$ cat config.mk
export PLATFORM = sky130hd
export DESIGN_NAME = puzzle_move_engine
export DESIGN_NICKNAME = d
export VERILOG_FILES = /design/src/rtl/puzzle_move_engine.sv
export SDC_FILE = /design/constraint.sdc
export NUM_CORES = 1
export LEC_CHECK = 0
export CORE_MARGIN = 1
export CORE_UTILIZATION = 46
export DETAILED_ROUTE_END_ITERATION = 16
export HOLD_SLACK_MARGIN = 0.1
export PLACE_DENSITY = 0.76
export SLEW_MARGIN = 30
export SYNTH_ARGS = -nofsm -noshare
export SYNTH_HDL_FRONTEND = slang
export SYNTH_SLANG_ARGS = --single-unit
$ cat constraint.sdc
create_clock -name clk -period 10 [get_ports clk]
set_input_delay 2 -clock clk [delete_from_list [all_inputs] [get_ports clk]]
set_output_delay 2 -clock clk [all_outputs]
set_load 0.1 [all_outputs]
$ cat src/rtl/puzzle_move_engine.sv
// Sliding-tile puzzle engine: load/scan for the blank, then edge-triggered moves.
// Optional single-step undo history is built when PUZZLE_UNDO_EN is defined.
module puzzle_move_engine #(
  parameter int ROWS   = 3,
  parameter int COLS   = 3,
  parameter int CELL_W = 4,
  parameter int CNT_W  = 10
) (
  input  logic                          clk,
  input  logic                          rst_n,
  input  logic                          load,
  input  logic [ROWS*COLS*CELL_W-1:0]   board_in,
  input  logic                          l,
  input  logic                          r,
  input  logic                          u,
  input  logic                          d,
  input  logic                          undo,
  output logic [ROWS*COLS*CELL_W-1:0]   board_out,
  output logic [$clog2(ROWS*COLS)-1:0]  blank_idx,
  output logic                          ready,
  output logic                          move_pulse,
  output logic                          illegal,
  output logic                          no_blank,
  output logic                          solved,
  output logic [CNT_W-1:0]              move_count
);
  localparam int N  = ROWS * COLS;
  localparam int IW = $clog2(N);
  localparam int BW = N * CELL_W;

  typedef enum logic [1:0] {
    S_IDLE,
    S_SCAN,
    S_READY
  } state_t;

  // Opposite direction is the encoding with bit 0 flipped.
  typedef enum logic [1:0] {
    D_L = 2'd0,
    D_R = 2'd1,
    D_U = 2'd2,
    D_D = 2'd3
  } dir_t;

  state_t           r_state, w_state_nxt;
  logic [BW-1:0]    r_board, w_board_nxt;
  logic [IW-1:0]    r_blank, w_blank_nxt;
  logic [IW-1:0]    r_k, w_k_nxt;
  logic [CNT_W-1:0] r_cnt, w_cnt_nxt;
  logic             r_pulse, w_pulse_nxt;
  logic             r_ill, w_ill_nxt;
  logic             r_nob, w_nob_nxt;
  logic             r_solved, w_solved_nxt;
  logic             r_l_q, r_r_q, r_u_q, r_d_q;
  logic             w_l_re, w_r_re, w_u_re, w_d_re;
  logic             w_fire, w_is_undo, w_legal, w_hist_ok;
  dir_t             w_dir;
  int               w_row, w_col, w_nb;

`ifdef PUZZLE_UNDO_EN
  logic r_undo_q, w_undo_re;
  logic r_hist_v, w_hist_v_nxt;
  dir_t r_hist_dir, w_hist_dir_nxt;

  assign w_undo_re = undo & ~r_undo_q;
  assign w_hist_ok = !w_is_undo || r_hist_v;
`else
  logic w_unused;

  assign w_unused  = undo;
  assign w_hist_ok = 1'b1;
`endif

  assign w_l_re = l & ~r_l_q;
  assign w_r_re = r & ~r_r_q;
  assign w_u_re = u & ~r_u_q;
  assign w_d_re = d & ~r_d_q;

  function automatic logic is_solved(input logic [BW-1:0] b);
    logic ok;
    ok = 1'b1;
    for (int k = 0; k < N; k++) begin
      if (k == N - 1) begin
        if (b[k*CELL_W +: CELL_W] != '0) ok = 1'b0;
      end else if (b[k*CELL_W +: CELL_W] != CELL_W'(k + 1)) begin
        ok = 1'b0;
      end
    end
    return ok;
  endfunction

  always_comb begin
    w_fire    = 1'b1;
    w_is_undo = 1'b0;
    w_dir     = D_L;
    if (w_l_re) w_dir = D_L;
    else if (w_r_re) w_dir = D_R;
    else if (w_u_re) w_dir = D_U;
    else if (w_d_re) w_dir = D_D;
`ifdef PUZZLE_UNDO_EN
    else if (w_undo_re) begin
      w_is_undo = 1'b1;
      w_dir     = dir_t'(r_hist_dir ^ 2'b01);
    end
`endif
    else w_fire = 1'b0;
  end

  always_comb begin
    w_row = int'(r_blank) / COLS;
    w_col = int'(r_blank) % COLS;
    unique case (w_dir)
      D_L: begin
        w_legal = (w_col != 0);
        w_nb    = int'(r_blank) - 1;
      end
      D_R: begin
        w_legal = (w_col != COLS - 1);
        w_nb    = int'(r_blank) + 1;
      end
      D_U: begin
        w_legal = (w_row != 0);
        w_nb    = int'(r_blank) - COLS;
      end
      default: begin
        w_legal = (w_row != ROWS - 1);
        w_nb    = int'(r_blank) + COLS;
      end
    endcase
  end

  always_comb begin
    w_state_nxt = r_state;
    w_board_nxt = r_board;
    w_blank_nxt = r_blank;
    w_k_nxt     = r_k;
    w_cnt_nxt   = r_cnt;
    w_nob_nxt   = r_nob;
    w_pulse_nxt = 1'b0;
    w_ill_nxt   = 1'b0;
`ifdef PUZZLE_UNDO_EN
    w_hist_v_nxt   = r_hist_v;
    w_hist_dir_nxt = r_hist_dir;
`endif
    if (load) begin
      w_state_nxt = S_SCAN;
      w_board_nxt = board_in;
      w_k_nxt     = '0;
      w_cnt_nxt   = '0;
      w_nob_nxt   = 1'b0;
`ifdef PUZZLE_UNDO_EN
      w_hist_v_nxt = 1'b0;
`endif
    end else begin
      unique case (r_state)
        S_SCAN: begin
          if (r_board[int'(r_k)*CELL_W +: CELL_W] == '0) begin
            w_blank_nxt = r_k;
            w_state_nxt = S_READY;
          end else if (r_k == IW'(N - 1)) begin
            w_nob_nxt   = 1'b1;
            w_state_nxt = S_IDLE;
          end else begin
            w_k_nxt = r_k + 1'b1;
          end
        end
        S_READY: begin
          if (w_fire) begin
            if (!w_legal || !w_hist_ok) begin
              w_ill_nxt = 1'b1;
            end else begin
              w_board_nxt[int'(r_blank)*CELL_W +: CELL_W] =
                r_board[w_nb*CELL_W +: CELL_W];
              w_board_nxt[w_nb*CELL_W +: CELL_W] = '0;
              w_blank_nxt = IW'(w_nb);
              w_pulse_nxt = 1'b1;
              if (!w_is_undo && r_cnt != '1) w_cnt_nxt = r_cnt + 1'b1;
`ifdef PUZZLE_UNDO_EN
              w_hist_v_nxt   = !w_is_undo;
              w_hist_dir_nxt = w_dir;
`endif
            end
          end
        end
        default: ;
      endcase
    end
    w_solved_nxt = (w_state_nxt == S_READY) && is_solved(w_board_nxt);
  end

  always_ff @(posedge clk or negedge rst_n) begin
    if (!rst_n) begin
      r_state  <= S_IDLE;
      r_board  <= '0;
      r_blank  <= '0;
      r_k      <= '0;
      r_cnt    <= '0;
      r_pulse  <= 1'b0;
      r_ill    <= 1'b0;
      r_nob    <= 1'b0;
      r_solved <= 1'b0;
      r_l_q    <= 1'b0;
      r_r_q    <= 1'b0;
      r_u_q    <= 1'b0;
      r_d_q    <= 1'b0;
    end else begin
      r_state  <= w_state_nxt;
      r_board  <= w_board_nxt;
      r_blank  <= w_blank_nxt;
      r_k      <= w_k_nxt;
      r_cnt    <= w_cnt_nxt;
      r_pulse  <= w_pulse_nxt;
      r_ill    <= w_ill_nxt;
      r_nob    <= w_nob_nxt;
      r_solved <= w_solved_nxt;
      r_l_q    <= l;
      r_r_q    <= r;
      r_u_q    <= u;
      r_d_q    <= d;
    end
  end

`ifdef PUZZLE_UNDO_EN
  always_ff @(posedge clk or negedge rst_n) begin
    if (!rst_n) begin
      r_undo_q   <= 1'b0;
      r_hist_v   <= 1'b0;
      r_hist_dir <= D_L;
    end else begin
      r_undo_q   <= undo;
      r_hist_v   <= w_hist_v_nxt;
      r_hist_dir <= w_hist_dir_nxt;
    end
  end
`endif

  assign board_out  = r_board;
  assign blank_idx  = r_blank;
  assign ready      = (r_state == S_READY);
  assign move_pulse = r_pulse;
  assign illegal    = r_ill;
  assign no_blank   = r_nob;
  assign solved     = r_solved;
  assign move_count = r_cnt;

endmodule

==> results.md, run 1 <==
* Outcome: finished clean
* Global-route wire length before repair at between 20,000 and 30,000 µm
* Core footprint at between 10,000 and 15,000 µm²
* Tcrit/Tclk final at 0.9268
* All-Layer GR Usage at 0.3018
* Synth async-reset ratio at 1.000
* Fill count at about 1,000
* Register area at approximately 1600 µm²
* Most common cell after layout, fill and taps aside: clkdlybuf4s50_1
* CP max FO at 11
* Setup-failing EPs final at 0
* Leak pwr at around 2.7 nW
* Fmax at between 100 and 150 MHz
* IO Pins at roughly 100
* TritonCTS clock tree: done
* Worst setup SP type: primary input
* Commonest cells after routing, fill and taps aside: clkdlybuf4s50_1 (95), nor2_1 (69), dfrtp_1 (64)
* Antenna diodes at 0
* Clk Latency, worst-skew pair at ~0.34 ns
* # Max-Cap Violations at 0
* Nets at ~810
* Worst setup EP type: flip-flop
* DR vias at 5,774
* Yosys cell types at 88
* Flop and latch count out of synthesis at 64
* WHS Path Cells at 2
* Predominant post-synthesis flop cell: dfrtp_1
* Antenna-violating nets left at 0
* RSZ-0062 raised after global routing: false
* Pre-CTS setup slack at roughly 0.56 ns
* Reg-to-reg startpoint: blank_idx[0]
* Cells after Synth at about 660
* GPL Wtd Cong at ~0.97
* Reg2reg setup slack at between 1.5 and 2 ns
* Synth top area share at 0.2934
* Layout Area Growth over Synthesis at 24.30%
* Die area at roughly 12,000 µm²
* Reg2Reg Depth at 23
* Crit Reg-Reg Endpoint: solved
* Overflow after GRT at 0
* Setup CP Type: primary input to flip-flop
* Hold path start: no_blank
* Avg Cell Area, Syn at between 8 and 9 µm²
* Post-Route Setup TNS at 0 ns
* Slew Limit Fails at 0
* CTS root buffer: clkbuf_16
* FP Rows at 39
* Mapped Area at around 5500 µm²
* Post-CTS Hold Fix Bufs at 0
* Clock skew at between 0.009 and 0.01 ns
* Initial Utilization at 0.4759
* GR peak layer: met2
* DIE HEIGHT at 110.9 µm
* Peak supply drop at 0.0002086 V
* Postcts setup bufs at 0
* EDFF count, synth at 0
* Remaining DRCs at 0
* Routed len/inst at 20.46 µm
* Port Buffer Count at 97
* Area of the multi-input gates at 3581 µm²
* Total Power at 0.001899 W
* Fin. Hold Viols at 0
* Max_slew headroom at 0.3342
* Leading area contributor after synthesis: dfrtp_1
* Least-Margin Pin Slew at roughly 1 ns
* Clock Path Buffers at 2
* Pwr Density at approximately 280 nW/µm²
* Initial antenna violation count at 0
* Met3 Use GR at 0.05796
* Final WS setup at 0.7321 ns
* Met2 global-route usage at 0.4712
* H-tree Lvls at 3
* Layout cells sized above 1 at 0.08311
* Clock Sinks at 64
* Tmin final at a little over 9 ns
* Clock buffer count from CTS at 9
* Warnings from Yosys at 0
* Clk slew on worst S/H paths at ~0.060 ns
* Vias in the first global route at around 5,600
* Synth Net Count at slightly above 700
* GRT met1 Usage at 0.4006
* Number of DRC markers in iteration 0 at 730
* Worst Setup SP: l
* Via/cell ratio at ~6.5
* Drt total wl at roughly 18,000 µm
* Sequential-to-total area share from yosys stat at 0.2934
* Die width at about 110 µm
* Largest cells by area after synthesis: dfrtp_1 (29%), ha_1 (5.0%), nor2_1 (4.7%), nand2_1 (3.9%), nand3_1 (3.1%)
* DP Wirelength at ~14,000 µm
* Path category of the worst min-delay check: flip-flop to flip-flop
* Worst hold path endpoint: no_blank
* CTS-repair resized insts at 0
* Pre-antenna DRT Iters at 6
* Largest net degree at the start of global routing at approximately 90
* Critical Path AT at between 9 and 10 ns
* Critical path required time at between 10 and 15 ns
[per-stage QoR]
stage	util	hold WS, ns	std cells	area, µm²
after floorplan	-	0.5110	658	5458
after global placement	0.5670	0.4812	873	6502
after detailed placement	0.5670	0.4945	873	6502
after CTS	0.5916	0.5083	889	6784
after global routing	0.5916	0.5476	889	6784
final	0.5916	0.4959	889	6784
[Yosys cell counts, types with 6 or more instances]
| library cell | n |
|---|---|
| a211oi_1 | 9 |
| a21o_1 | 8 |
| a21oi_1 | 31 |
| a221o_1 | 7 |
| a22o_1 | 6 |
| a22oi_1 | 12 |
| buf_2 | 7 |
| clkbuf_1 | 20 |
| dfrtp_1 | 64 |
| ha_1 | 22 |
| inv_1 | 33 |
| mux2i_1 | 10 |
| nand2_1 | 57 |
| nand2b_1 | 13 |
| nand3_1 | 34 |
| nand4_1 | 8 |
| nor2_1 | 69 |
| nor2b_1 | 12 |
| nor3_1 | 14 |
| nor4_1 | 16 |
| o211ai_1 | 9 |
| o21ai_0 | 34 |
| o31ai_1 | 9 |
| xnor2_1 | 11 |
[critical path, stage by stage]
cell,delay [ns]
clkdlybuf4s50_1,0.48
and2b_1,0.26
nor2_1,0.25
inv_1,0.12
fa_1,0.53
a311oi_2,0.49
nor2_2,0.16
inv_1,0.18
ha_1,0.41
inv_1,0.19
nor3_1,0.40
nand2_1,0.10
ha_1,0.30
or4b_1,0.50
nor3_1,0.26
a41oi_1,0.14
nor2_1,0.28
and4_1,0.25
nand3_1,0.08
a21o_1,0.26
a221o_1,0.40
a2bb2oi_1,0.16
or4b_1,0.54
nor4b_1,0.48
and4bb_1,0.29
[how the worst max path moves through the flow]
stage	end	cells after the start
2_1_floorplan	solved	24
3_3_place_gp	solved	25
3_5_place_dp	solved	25
4_1_cts	solved	25
5_1_grt	solved	25
6_report	solved	25
[sequential cells by signal, summed over array words and instances (netlist names)]
signal,count
move_pulse,1
illegal,1
blank_idx,4
r_d_q,1
r_u_q,1
board_out,36
r_state,2
r_l_q,1
r_k,4
r_r_q,1
move_count,10
no_blank,1
solved,1
[where the power goes]
| group | total [W] | leakage [nW] | internal (W) | switching (W) |
|---|---|---|---|---|
| Combinational | 0.00124 | 1.78 | 0.000411 | 0.000827 |
| Clock | 0.000294 | 0.135 | 0.000175 | 0.000119 |
| Sequential | 0.000366 | 0.801 | 0.000288 | 0.0000781 |
| Total | 0.00190 | 2.71 | 0.000874 | 0.00103 |
[layer usage]
metal	routed length (µm)	part of all wire
met1	7723	0.42
met2	8277	0.46
met3	1464	0.080
met4	725	0.040
met5	0	0
[final cells by class]
cell class                      instances  area share
Tap cell                              143     0.02637
Multi-Input combinational cell        528      0.5278
Timing Repair Buffer                  104      0.1494
Clock inverter                          6    0.006271
Sequential cell                        64      0.2361
Clock buffer                           10     0.03523
Inverter                               34     0.01881
[logic make-up after synthesis]
logic type / after synthesis / synth area share
AND/OR/NAND/NOR: 277 / 0.2685
buffers and inverters: 66 / 0.05043
AO/OA/AOI/OAI: 192 / 0.2577
flip-flops: 64 / 0.2934
multiplexers: 19 / 0.04723
XOR/XNOR: 17 / 0.02866
adder cells (fa/ha/maj): 23 / 0.05410
No activity file was read; power rests on OpenSTA's default activity.
==> inputs of run 2 (changes only) <==
Settings changed: CORE_MARGIN 1 to 2, CTS_CLUSTER_DIAMETER from default to 80.
==> results.md, run 2 (same netlist as run 1, synthesis figures left out) <==
* Via/cell ratio at 6.585 (+1.4%)
* Reg2Reg Depth at 23 (unchanged)
* DIE HEIGHT at 112.9 µm (+1.8%)
* Clk Latency, worst-skew pair at 0.34 ns (about the same)
* Post-Route Setup TNS at 0 ns (unchanged)
* Clock Path Buffers at 2 (unchanged)
* CTS-repair resized insts at 0 (unchanged)
* Least-Margin Pin Slew at 0.9912 ns (-0.004467 ns)
* All-Layer GR Usage at 0.3042 (+0.002413)
* Core footprint at 11,520 µm² (+0.43%)
* Routed len/inst at 21.38 µm (+4.5%)
* Clock share of power at 0.186 (+0.031)
* Clk slew on worst S/H paths at 0.06 ns (about the same)
* Initial Utilization at 0.4739 (-0.002017)
* Critical Path AT at 9.64 ns (+0.10 ns)
* Combinational power share at 0.632 (-0.020)
* Worst Setup SP: l
* Max FFs per register at 36 (unchanged)
* Buffers plus inverters on the worst setup path at 4 (unchanged)
* Pre-antenna DRT Iters at 5 (-1)
* Overflow after GRT at 0 (unchanged)
* Commonest cells after routing, fill and taps aside: clkdlybuf4s50_1 (95), nor2_1 (69), dfrtp_1 (64)
* DP Wirelength at 14,130 µm (+2.8%)
* Clock buffer count from CTS at 9 (unchanged)
* Antenna diodes at 0 (unchanged)
* Critical path required time at 10.27 ns (about the same)
* Setup CP Type: primary input to flip-flop
* Setup-failing EPs final at 0 (unchanged)
* Number of cells on the critical path at 25 (unchanged)
* Drt total wl at 19,090 µm (+5.0%)
* Clock Sinks at 64 (unchanged)
* Seq pwr share at 0.182 (-0.011)
* Tmin final at 9.371 ns (+0.1031 ns)
* Pwr Density at 292.5 nW/µm² (+4.5%)
* # Max-Cap Violations at 0 (unchanged)
* Global-route wire length before repair at 30,580 µm (+3.7%)
* Reg2reg setup slack at 2.24 ns (+0.25 ns)
* H-tree Lvls at 3 (unchanged)
* TritonCTS clock tree: done
* Fmax at 106.7 MHz (-1.1%)
* Crit Reg-Reg Endpoint: solved
* Worst setup EP type: flip-flop
* DR vias at 5,880 (+1.8%)
* Reg-to-reg startpoint: blank_idx[1]
* Postcts setup bufs at 0 (unchanged)
* RSZ-0062 raised after global routing: false
* Final core utilization at 0.5977 (+0.006077)
* Tcrit/Tclk final at 0.9371 (+0.01031)
* Top cell by count, worst path: inv_1
* Leak pwr at 2.767 nW (+2.0%)
* Peak supply drop at 0.0001671 V (-20%)
* Post-CTS Hold Fix Bufs at 0 (unchanged)
* GPL Wtd Cong at 0.9789 (+0.82%)
* Port Buffer Count at 97 (unchanged)
* CP max-delay cell: or4b_1
* Largest net degree at the start of global routing at 91 (unchanged)
* Total Power at 0.002013 W (+6.0%)
* Number of DRC markers in iteration 0 at 592 (-19%)
* Outcome: finished clean
* CTS root buffer: clkbuf_16
* Psw at 0.001053 W (+2.7%)
* Slew Limit Fails at 0 (unchanged)
* CP max FO at 11 (unchanged)
* Initial antenna violation count at 0 (unchanged)
* CP Capture Point: solved
* Layout cells sized above 1 at 0.08800 (+0.004890)
* Clock skew at 0.007259 ns (-0.001987 ns)
* Layout Area Growth over Synthesis at 26.11%
* Remaining DRCs at 0 (unchanged)
* Worst path top cell family by delay: simple AND/OR/NAND/NOR gates
* Max_slew headroom at 0.3372 (+0.002987)
* Path category of the worst min-delay check: flip-flop to flip-flop
* Switching share of power at 0.5231 (-0.01659)
* Slowest stage delay, CP at 0.55 ns (about the same)
* FP Rows at 39 (unchanged)
* Nets at 812 (+0.50%)
* Most common cell after layout, fill and taps aside: clkdlybuf4s50_1
* Antenna-violating nets left at 0 (unchanged)
* Worst setup SP type: primary input
* Die width at 112.9 µm (+1.8%)
* Fin. Hold Viols at 0 (unchanged)
* Die area at 12,750 µm² (+3.6%)
* Vias in the first global route at 5,746 (+1.8%)
* IO Pins at 99 (unchanged)
* Pint at 0.0009603 W (+9.8%)
==> run 2: changes by cell type in the layout (fill, tap and decap cells not counted), moves of 2 or more <==
cell / before / now
buf_4: 7 / 11
clkinv_2: 2 / 0
clkinvlp_4: 2 / 0
bufinv_16: 0 / 3
==> run 2: how the worst min path moves through the flow <==
stage / from / endpoint / slack, ns / depth (start not counted)
global route: board_out[34] / board_out[34] / 0.57 / 2
finish: board_out[34] / board_out[34] / 0.56 / 2
global placement: no_blank / no_blank / 0.48 / 2
floorplan: r_state[0] / r_state[0] / 0.51 / 1
CTS: board_out[34] / board_out[34] / 0.55 / 2
detailed placement: board_out[34] / board_out[34] / 0.55 / 2
==> run 2: routing by layer <==
metal  wire (µm)  GRT usage
met1        7760     0.3899
met2        8874     0.4992
met3        1593    0.06213
met4         865     0.1358
met5           0          0
==> run 2: layout make-up <==
cell class              count  area, µm²
fillers                  1011       4633
multi-input cells         528       3581
flip-flops and latches     64       1602
repair buffers            108       1044
clock buffers               9      225.2
well taps                 143      178.9
inverters                  34      127.6
clock inverters             7      125.1
==> run 2: power groups by stage <==
stage / clock (W) / combinational, W / sequential (W)
floorplan: 0 / 0.000786 / 0.000493
global route: 0.000391 / 0.00137 / 0.000372
finish: 0.000374 / 0.00127 / 0.000367
detailed placement: 0 / 0.00124 / 0.000368
CTS: 0.000378 / 0.00125 / 0.000364
global placement: 0 / 0.00122 / 0.000367
==> run 2: worst reg2reg max path, delay by kind of cell, from the launching register on <==
| family | cells | cell delay (ns) |
|---|---|---|
| compound gates | 5 | 1.45 |
| simple gates | 11 | 3.40 |
| fa+ha+maj | 3 | 1.21 |
| buf+inv | 4 | 0.73 |
| flops | 1 | 0.87 |
==> run 2: through the flow <==
stage / setup WS, ns / area (µm²) / hold WS [ns] / instances
finish: 0.6290 / 6883 / 0.5593 / 893
global route: 0.2037 / 6883 / 0.5664 / 893
global placement: 0.6201 / 6533 / 0.4794 / 877
detailed placement: 0.4073 / 6533 / 0.5456 / 877
CTS: 0.6853 / 6883 / 0.5547 / 893
floorplan: 2.367 / 5458 / 0.5110 / 658
